--- config.mk ---
export PLATFORM = sky130hd
export DESIGN_NAME = lap_stopwatch_core
export DESIGN_NICKNAME = d
export VERILOG_FILES = /design/src/rtl/lap_stopwatch_core_pkg.sv /design/src/rtl/lap_stopwatch_core_tick_gen.sv /design/src/rtl/lap_stopwatch_core.sv
export SDC_FILE = /design/constraint.sdc
export NUM_CORES = 1
export LEC_CHECK = 0
export ABC_AREA = 1
export CAP_MARGIN = 20
export CORE_ASPECT_RATIO = 0.75
export CORE_MARGIN = 4
export CORE_UTILIZATION = 56
export CTS_BUF_LIST = sky130_fd_sc_hd__clkbuf_2
export DETAILED_ROUTE_END_ITERATION = 8
export PLACE_DENSITY = 0.84
export SLEW_MARGIN = 20
export SYNTH_ARGS = -nofsm -noshare
export SYNTH_HDL_FRONTEND = slang
export SYNTH_SLANG_ARGS = --single-unit
--- constraint.sdc ---
create_clock -name CLK -period 3.4 [get_ports CLK]
set_input_delay 0.85 -clock CLK [delete_from_list [all_inputs] [get_ports CLK]]
set_output_delay 0.85 -clock CLK [all_outputs]
set_load 0.05 [all_outputs]
--- src/rtl/lap_stopwatch_core_pkg.sv ---
// Shared types for the lap stopwatch: FSM encodings, the {m,s,cs} lap word and a clamp helper.
package stopwatch_pkg;

  localparam int LAP_W = 24;

  typedef enum logic [2:0] {
    ST_IDLE  = 3'd0,
    ST_RUN   = 3'd1,
    ST_PAUSE = 3'd2,
    ST_SPLIT = 3'd3,
    ST_DONE  = 3'd4
  } sw_state_e;

  // Field order is fixed: minutes in the top byte, sub-seconds in the bottom byte.
  typedef struct packed {
    logic [7:0] m;
    logic [7:0] s;
    logic [7:0] cs;
  } lap_t;

  function automatic logic [7:0] clamp8(input logic [7:0] val, input logic [7:0] lim);
    return (val > lim) ? lim : val;
  endfunction

endpackage

--- src/rtl/lap_stopwatch_core_tick_gen.sv ---
// Prescaler producing a one-cycle tick every DIV enabled cycles; holds when disabled.
module tick_gen #(
  parameter int DIV = 500_000
) (
  input  logic clk,
  input  logic rst,
  input  logic en,
  input  logic clr,
  output logic tick
);
  localparam int CW = (DIV > 1) ? $clog2(DIV) : 1;

  logic [CW-1:0] cnt_r;

  assign tick = en && (cnt_r == CW'(DIV - 1));

  // Prescaler count: cleared on reset/clear, wraps at the terminal count.
  always_ff @(posedge clk) begin
    if (rst || clr) begin
      cnt_r <= '0;
    end else if (tick) begin
      cnt_r <= '0;
    end else if (en) begin
      cnt_r <= cnt_r + CW'(1);
    end
  end

endmodule

--- src/rtl/lap_stopwatch_core.sv ---
// Stopwatch/timer core: run/pause/split/done FSM, up/down mm:ss.cc counter and a lap FIFO.
// Display fields are a combinational mux between the live counter and the frozen split value.
module lap_stopwatch_core
  import stopwatch_pkg::*;
#(
  parameter int CLK_HZ    = 50_000_000,
  parameter int TICK_HZ   = 100,
  parameter int MIN_MAX   = 99,
  parameter int LAP_DEPTH = 8,
  parameter int MODE_W    = 1
) (
  input  logic              CLK,
  input  logic              RST,
  input  logic              btn_ss,
  input  logic              btn_lap,
  input  logic              btn_clr,
  input  logic [MODE_W-1:0] mode,
  input  logic [7:0]        load_m,
  input  logic [7:0]        load_s,
  input  logic              lap_rd,
  output logic [7:0]        disp_cs,
  output logic [7:0]        disp_s,
  output logic [7:0]        disp_m,
  output logic [2:0]        state,
  output logic              done,
  output logic              ovf,
  output logic [LAP_W-1:0]  lap_data,
  output logic              lap_empty,
  output logic              lap_full,
  output logic              lap_lost
);
  localparam int         DIV    = CLK_HZ / TICK_HZ;
  localparam int         PTR_W  = $clog2(LAP_DEPTH);
  localparam int         PW     = PTR_W + 1;
  localparam logic [7:0] CS_MAX = 8'(TICK_HZ - 1);
  localparam logic [7:0] M_MAX  = 8'(MIN_MAX);
  localparam logic [7:0] S_MAX  = 8'd59;

  sw_state_e     state_r, state_nx_s, btn_nx_s;
  lap_t          cnt_r, frz_r, inc_s, dec_s, idle_val_s;
  lap_t          mem_r [LAP_DEPTH];
  logic [PW-1:0] wr_r, rd_r;
  logic          dir_r, ovf_r, done_r, lost_r;
  logic          clr_s, ss_s, lap_s, run_s, tick_s, start_s, push_s, done_nx_s;
  logic          wrap_s, zero_s, load_zero_s, empty_s, full_s, do_push_s, do_pop_s;

  // Clear beats start/stop beats lap when pulses coincide.
  assign clr_s = btn_clr;
  assign ss_s  = btn_ss && !btn_clr;
  assign lap_s = btn_lap && !btn_ss && !btn_clr;
  assign run_s = (state_r == ST_RUN) || (state_r == ST_SPLIT);

  tick_gen #(.DIV(DIV)) u_tick (
    .clk  (CLK),
    .rst  (RST),
    .en   (run_s),
    .clr  (start_s || clr_s),
    .tick (tick_s)
  );

  // Value the counter holds while idle: zero for up-count, the clamped preset for countdown.
  always_comb begin
    idle_val_s = '0;
    if (mode[0]) begin
      idle_val_s.m = clamp8(load_m, M_MAX);
      idle_val_s.s = clamp8(load_s, S_MAX);
    end else begin
      idle_val_s = '0;
    end
  end
  assign load_zero_s = mode[0] && (idle_val_s.m == 8'd0) && (idle_val_s.s == 8'd0);

  // Up-count with carries; wrap_s flags the roll-over from the top value.
  always_comb begin
    inc_s  = cnt_r;
    wrap_s = 1'b0;
    if (cnt_r.cs != CS_MAX) begin
      inc_s.cs = cnt_r.cs + 8'd1;
    end else begin
      inc_s.cs = 8'd0;
      if (cnt_r.s != S_MAX) begin
        inc_s.s = cnt_r.s + 8'd1;
      end else begin
        inc_s.s = 8'd0;
        if (cnt_r.m != M_MAX) begin
          inc_s.m = cnt_r.m + 8'd1;
        end else begin
          inc_s.m = 8'd0;
          wrap_s  = 1'b1;
        end
      end
    end
  end

  // Down-count with borrows.
  always_comb begin
    dec_s = cnt_r;
    if (cnt_r.cs != 8'd0) begin
      dec_s.cs = cnt_r.cs - 8'd1;
    end else begin
      dec_s.cs = CS_MAX;
      if (cnt_r.s != 8'd0) begin
        dec_s.s = cnt_r.s - 8'd1;
      end else begin
        dec_s.s = S_MAX;
        dec_s.m = cnt_r.m - 8'd1;
      end
    end
  end
  assign zero_s = (dec_s == '0);

  // Next state from the buttons, then clear and countdown-expiry override it.
  always_comb begin
    btn_nx_s   = state_r;
    state_nx_s = state_r;
    push_s     = 1'b0;
    start_s    = 1'b0;
    done_nx_s  = 1'b0;
    case (state_r)
      ST_IDLE: begin
        if (ss_s && load_zero_s) begin
          btn_nx_s  = ST_DONE;
          done_nx_s = 1'b1;
        end else if (ss_s) begin
          btn_nx_s = ST_RUN;
          start_s  = 1'b1;
        end else begin
          btn_nx_s = ST_IDLE;
        end
      end
      ST_RUN: begin
        if (ss_s) begin
          btn_nx_s = ST_PAUSE;
        end else if (lap_s) begin
          btn_nx_s = ST_SPLIT;
          push_s   = 1'b1;
        end else begin
          btn_nx_s = ST_RUN;
        end
      end
      ST_PAUSE: begin
        if (ss_s) begin
          btn_nx_s = ST_RUN;
        end else begin
          btn_nx_s = ST_PAUSE;
        end
      end
      ST_SPLIT: begin
        if (ss_s) begin
          btn_nx_s = ST_RUN;
        end else if (lap_s) begin
          btn_nx_s = ST_SPLIT;
          push_s   = 1'b1;
        end else begin
          btn_nx_s = ST_SPLIT;
        end
      end
      ST_DONE: begin
        if (ss_s) begin
          btn_nx_s = ST_IDLE;
        end else begin
          btn_nx_s = ST_DONE;
        end
      end
      default: btn_nx_s = ST_IDLE;
    endcase
    if (clr_s) begin
      state_nx_s = ST_IDLE;
      push_s     = 1'b0;
      start_s    = 1'b0;
      done_nx_s  = 1'b0;
    end else if (tick_s && dir_r && zero_s) begin
      state_nx_s = ST_DONE;
      done_nx_s  = 1'b1;
    end else begin
      state_nx_s = btn_nx_s;
    end
  end

  // FSM state, done pulse and the direction latched while idle.
  always_ff @(posedge CLK) begin
    if (RST) begin
      state_r <= ST_IDLE;
      done_r  <= 1'b0;
      dir_r   <= 1'b0;
    end else begin
      state_r <= state_nx_s;
      done_r  <= done_nx_s;
      if (state_r == ST_IDLE) begin
        dir_r <= mode[0];
      end
    end
  end

  // Time counter, overflow flag and frozen split value.
  always_ff @(posedge CLK) begin
    if (RST) begin
      cnt_r <= '0;
      frz_r <= '0;
      ovf_r <= 1'b0;
    end else if (clr_s) begin
      cnt_r <= idle_val_s;
      frz_r <= '0;
      ovf_r <= 1'b0;
    end else begin
      if (state_r == ST_IDLE) begin
        cnt_r <= idle_val_s;
      end else if (tick_s && dir_r) begin
        cnt_r <= dec_s;
      end else if (tick_s) begin
        cnt_r <= inc_s;
        if (wrap_s) begin
          ovf_r <= 1'b1;
        end
      end
      if (push_s) begin
        frz_r <= cnt_r;
      end
    end
  end

  // A pop frees the slot a same-cycle push needs when the FIFO is full.
  assign empty_s   = (wr_r == rd_r);
  assign full_s    = (wr_r[PTR_W] != rd_r[PTR_W]) && (wr_r[PTR_W-1:0] == rd_r[PTR_W-1:0]);
  assign do_pop_s  = lap_rd && !empty_s && !clr_s;
  assign do_push_s = push_s && (!full_s || do_pop_s);

  // FIFO pointers and the sticky dropped-lap flag.
  always_ff @(posedge CLK) begin
    if (RST || clr_s) begin
      wr_r   <= '0;
      rd_r   <= '0;
      lost_r <= 1'b0;
    end else begin
      if (do_push_s) begin
        wr_r <= wr_r + PW'(1);
      end
      if (do_pop_s) begin
        rd_r <= rd_r + PW'(1);
      end
      if (push_s && !do_push_s) begin
        lost_r <= 1'b1;
      end
    end
  end

  // FIFO storage; the captured value is the counter before this cycle's tick.
  always_ff @(posedge CLK) begin
    if (do_push_s) begin
      mem_r[wr_r[PTR_W-1:0]] <= cnt_r;
    end
  end

  assign disp_m    = (state_r == ST_SPLIT) ? frz_r.m  : cnt_r.m;
  assign disp_s    = (state_r == ST_SPLIT) ? frz_r.s  : cnt_r.s;
  assign disp_cs   = (state_r == ST_SPLIT) ? frz_r.cs : cnt_r.cs;
  assign state     = state_r;
  assign done      = done_r;
  assign ovf       = ovf_r;
  assign lap_data  = empty_s ? '0 : mem_r[rd_r[PTR_W-1:0]];
  assign lap_empty = empty_s;
  assign lap_full  = full_s;
  assign lap_lost  = lost_r;

endmodule

Word level (Yosys, flattened, before mapping) --
Memory sizes are Yosys's and may differ from the RTL's. A register that Yosys moved wholly into a read port is not among the register bits. Index checks and enable logic that the tools add are counted.
Word-level totals: register bits after elaboration 82, ROM bits 0, bits in writable memories 192, output and inout port bits 56, bits in latches 0, memories 1, bits of input ports 23, logic and storage cells 129
Operators by class: divide/modulo/power cells 0, shift-type cells 0, order comparisons 2, $add $sub $neg 9, $mul 0, reduce and logical (&&, ||, !) cells 40, equal/unequal tests 13, bitwise gates (word level) 2, muxes and demuxes 47
Memories:
- mem_r | depth 8, bits a word 24, read ports 1, clocked after Yosys merged registers in 1, write ports 1, line lap_stopwatch_core.sv:41 | lap_t mem_r [LAP_DEPTH];
Operator list (count):
- $mux W24 | 5
- $mux W8 | 12
- $mux W16 | 3
- $add A8 B1 Y8 const B | 3
- $logic_not A24 Y1 | 1
- $sub A8 B1 Y8 const B | 3
- $add A19 B1 Y19 const B | 1
- $eq A19 B19 Y1 const B | 1
- $mux W1 | 17
- $logic_not A8 Y1 | 2
- $ne A8 B7 Y1 const B | 2
- $reduce_bool A8 Y1 | 2
- $mux W3 | 5
- $pmux W3 S5 | 1
- $logic_and A1 B1 Y1 | 14
- $add A4 B1 Y4 const B | 2
- $gt A8 B6 Y1 const B | 1
- $gt A8 B7 Y1 const B | 1
- $mux W2 | 4
- $ne A4 B2 Y1 const B | 2
- $ne A8 B6 Y1 const B | 1
- $eq A3 B2 Y1 const B | 2
- $reduce_or A2 Y1 | 3
- $reduce_or A3 Y1 | 2
- 14 further kinds | 23

Longest topological paths before layout --
word-level depth 13, gate-level depth with buffers 14, depth with buffers taken out 14

Cells and area by module --
From an unflattened synthesis, not the netlist that was laid out.
Second synthesis, totals: cell total of the unflattened synthesis 1417, area, all modules 12863.6 µm²
Modules (own cells, without submodules):
- lap_stopwatch_core | sequential area each 7086.8 µm², cells an instance 1248, area each 11796.3 µm², times used 1
- tick_gen | sequential area each 380.4 µm², cells an instance 169, area each 1067.3 µm², times used 1

Least setup slack after synthesis --
No wires, ideal clock.
path kind register to register, start point register wr_r[1], end point memory mem_r[1][0] (netlist bit) (enable), library setup time 0.435 ns, data required time 2.965 ns, period minus slack after synthesis 3.644 ns, path buffers 1, slack -0.244 ns, data arrival time 3.209 ns, stages on the path, launching flop included 13, cell sequence dfxtp_1 > buf_2 > xor2_1 > a21oi_1 > nand2_1 > nor2_2 > nor2_2 > nand2_1 > nand2_1 > nand2_2 > inv_1 > nand2_1 > nor3_1
Between the ends: longest elaborated chain between the ends 8, elaborated cells on any way between the ends 11, those cells by class 2 x eq/ne; 2 x mux; 7 x reduce/logical
Ends and longest elaborated chain:
- from (decl) | line lap_stopwatch_core.sv:42 | logic [PW-1:0] wr_r, rd_r;
- from (signal assigned) | line lap_stopwatch_core.sv:236 | wr_r <= wr_r + PW'(1);
- $eq A4 B4 Y1 | line lap_stopwatch_core.sv:223 | assign empty_s = (wr_r == rd_r);
- via lap_empty | line lap_stopwatch_core.sv:28 | output logic lap_empty,
- $logic_not A1 Y1 | line lap_stopwatch_core.sv:225 | assign do_pop_s = lap_rd && !empty_s && !clr_s;
- $logic_and A1 B1 Y1 (2 in series) | line lap_stopwatch_core.sv:225
- $logic_or A1 B1 Y1 | line lap_stopwatch_core.sv:226 | assign do_push_s = push_s && (!full_s || do_pop_s);
- $logic_and A1 B1 Y1 | line lap_stopwatch_core.sv:226
- $mux W1 | line lap_stopwatch_core.sv:249 | if (do_push_s) begin
- $mux W1 (implied by the code) | line lap_stopwatch_core.sv:250 | mem_r[wr_r[PTR_W-1:0]] <= cnt_r;
- to (decl) | line lap_stopwatch_core.sv:41
The timed path passes the listed nets, and every way through them passes these cells.

==> summary.md <==
| Metric | Value |
|---|---|
| Number of port buffers | 78 |
| Clock Skews | 0.0994 ns |
| Post-Syn Area | 12,800 µm² |
| Critical path arrival | 2.50 ns |
| Fin nets | 1,546 |
| Unrepaired setup endpoints after global routing | true |
| Max H-tree Level | 3 |
| DRC viols | 0 |
| Antenna-violating nets left | 0 |
| Vias in the first global route | 10,100 |
| Synth-to-Final Area Change | 20.1% |
| Slew HR | 55.2% |
| Clk root buf | clkbuf_2 |
| Net Count, Synth | 1,430 |
| Maximum vdd drop | 0.195 mV |
| CTS tree | built |
| Lkg Pwr | 0.00580 µW |
| Worst slew pin tran | 0.672 ns |
| Num CTS Buffers | 67 |
| CP Cell Sequence | inv_4, buf_6, o21ai_0, o22ai_1, o21ai_0, a31oi_1, buf_12 |
| First-pass GRT wire length | 52,700 µm |
| Fmax | 0.298 GHz |
| Outcome | finished clean |
| Critical path's top delay family | compound AO/OA/AOI/OAI gates |
| Final-report hold violation count | 0 |
| Reg clk slew, reported paths | 0.10 ns |
| Via density | 5.84 |
| Worst setup EP type | output port |
| Latest clock arrival within the worst-skew pair | 0.86 ns |
| Largest net degree at the start of global routing | 55 |
| Die H | 139 µm |
| Detailed Place HPWL | 21,200 µm |
| Slowest stage delay, CP | 0.40 ns |
| Max Cap Violations | 0 |
| Die ar. | 25,400 µm² |
| Crit path kind | reg -> out |
| Utilization after layout | 69.1% |
| P per Cell Area | 413 nW/µm² |
| Startpoint types | flip-flop |
| Layout cell share with drive strength beyond 1 | 17.2% |
| Fin. max-slew vios | 0 |
| Routed WL | 34,200 µm |
| Worst hold slack | 0.486 ns |
| Clock Tree Buf Depth | 3 |
| Via count | 10,800 |
| Required @ worst endpoint | 2.55 ns |
| Remaining Overflow, GRT | 0 |
| Routability Congestion | 0.955 |
| Setup violations, final | 0 |
| Average size of a mapped cell | 9.17 µm² |
| Hold WC Path Type | reg -> reg |
| Rows | 47 |
| Die width | 183 µm |
| Gate Count Post-Synth | 1,397 |
| Yosys warns | 0 |
| IO Pins | 79 |
| Core area | 22,300 µm² |
| Initial antenna violation count | 1 |
| Initial DRC Count | 1,244 |
| Tot GR Track Use | 25.7% |
| Worst Path Buf+Inv | 3 |
| Final min period | 3.35 ns |
| Initial core utilization | 57.5% |
| Sequential area share after synthesis | 58.3% |
| Most common cell on crit path | o21ai_0 |
| Worst-path maximum fanout | 18 |
| Synth cell types | 44 |
| DR pass1 iterations | 6 |
| CTS Hold Bufs | 0 |
| Period utilisation layout | 98.6% |
| Yosys reg bits | 277 |
| Drt wl/cell | 18.5 µm |
| Clk sinks | 277 |
| Critical-path top delay cell | dfxtp_4 |
[power by group]
part	internal (µW)	switching, µW
sequential	3600	53.2
clock	925	1310
combinational	178	293
total	4700	1660
[routing by layer]
metal	global-route usage, %	vias up	wire [µm]
met5	0	-	0
met4	8.09	0	827
met3	5.98	95	3510
met2	39.6	628	15600
met1	36.5	5004	14300
li1	-	5082	-
[sequential cells by signal, indices dropped and copies added (netlist names), named ones only]
signal	cells
rd_r	4
cnt_r	24
wr_r	4
done	1
ovf	1
dir_r	1
mem_r	192
state	3
frz_r	24
u_tick.cnt_r	19
lap_lost	1
[layout by cell type, fill, tap and decap left out, drive strengths merged, types with 30 or more instances in the layout]
cell type / count
nand3: 59
nand2: 160
edfxtp: 192
dfxtp: 85
buf: 78
clkbuf: 102
nor2: 297
inv: 98
a31oi: 30
a21oi: 90
o21ai: 201
[repair_timing]
item                                    CTS  global route
pin swaps                                 0             2
cloned                                    1             4
gates resized for setup                  19            39
endpoints found under the setup margin   27            47
setup buffers                             0             1
[worst min-delay path: stages, from the launching register on]
cell and delay (ns):
dfxtp_1 0.33, nand2_1 0.06, a21oi_1 0.05
[path summary, 6_finish.rpt]
path | start | endpoint | cells past startpoint | slack [ns]
setup reg to reg | cnt_r[0] | state[0] | 11 | 0.53
hold / removal | u_tick.cnt_r[1] | u_tick.cnt_r[1] | 2 | 0.49
hold reg to reg | u_tick.cnt_r[1] | u_tick.cnt_r[1] | 2 | 0.49
setup / recovery | flip-flop | lap_data[8] | 7 | 0.05
[cell families after synthesis]
group	synth area share [%]
buffers and inverters	5.19
adder cells (fa/ha/maj)	0.976
AND/OR/NAND/NOR	18.7
AO/OA/AOI/OAI	14.9
XOR/XNOR	1.91
flip-flops	58.3
[cells in the mapped netlist, drive strengths merged]
cell / count / area (µm²)
a211oi: 2 / 15.0
o2111ai: 1 / 8.76
edfxtp: 192 / 5770
inv: 96 / 360
or2: 2 / 12.5
o22ai: 27 / 169
a31o: 1 / 8.76
buf: 15 / 97.6
dfxtp: 85 / 1700
nand3b: 1 / 11.3
clkinv: 3 / 11.3
and3: 1 / 6.26
a21oi: 90 / 450
nor2: 297 / 1160
nand3: 59 / 345
nand4: 18 / 119
nor4: 1 / 6.26
clkbuf: 52 / 196
a221oi: 2 / 17.5
o21a: 1 / 7.51
xnor2: 4 / 35.0
o31ai: 2 / 15.0
o21ai: 201 / 1010
a31oi: 30 / 188
nand2: 160 / 631
ha: 10 / 125
xor2: 24 / 210
nor3: 17 / 106
o211ai: 3 / 22.5
[area by class of cell]
cell class | instances | area [µm²]
sequential | 277 | 7490
fill | 1601 | 6890
tap | 294 | 368
timing repair buffer | 114 | 1720
clock buffer | 98 | 490
clock inverter | 14 | 126
multi-input combinational | 954 | 4820
antenna | 1 | 2.50
inverter | 99 | 384
[metrics by stage]
step                      total power, µW  area [µm²]  std cells  setup TNS [ns]  setup WS [ns]
after floorplan                      3990       12800       1397          -17.39         -0.244
after global placement               4180       14400       1732               0          0.433
after detailed placement             4190       14400       1732               0          0.327
after CTS                            6380       15100       1845               0        0.00106
after global routing                 6630       15400       1851         -0.0896        -0.0194
final                                6360       15400       1851               0         0.0477
Note: power is estimated with default switching activity, not from simulation.
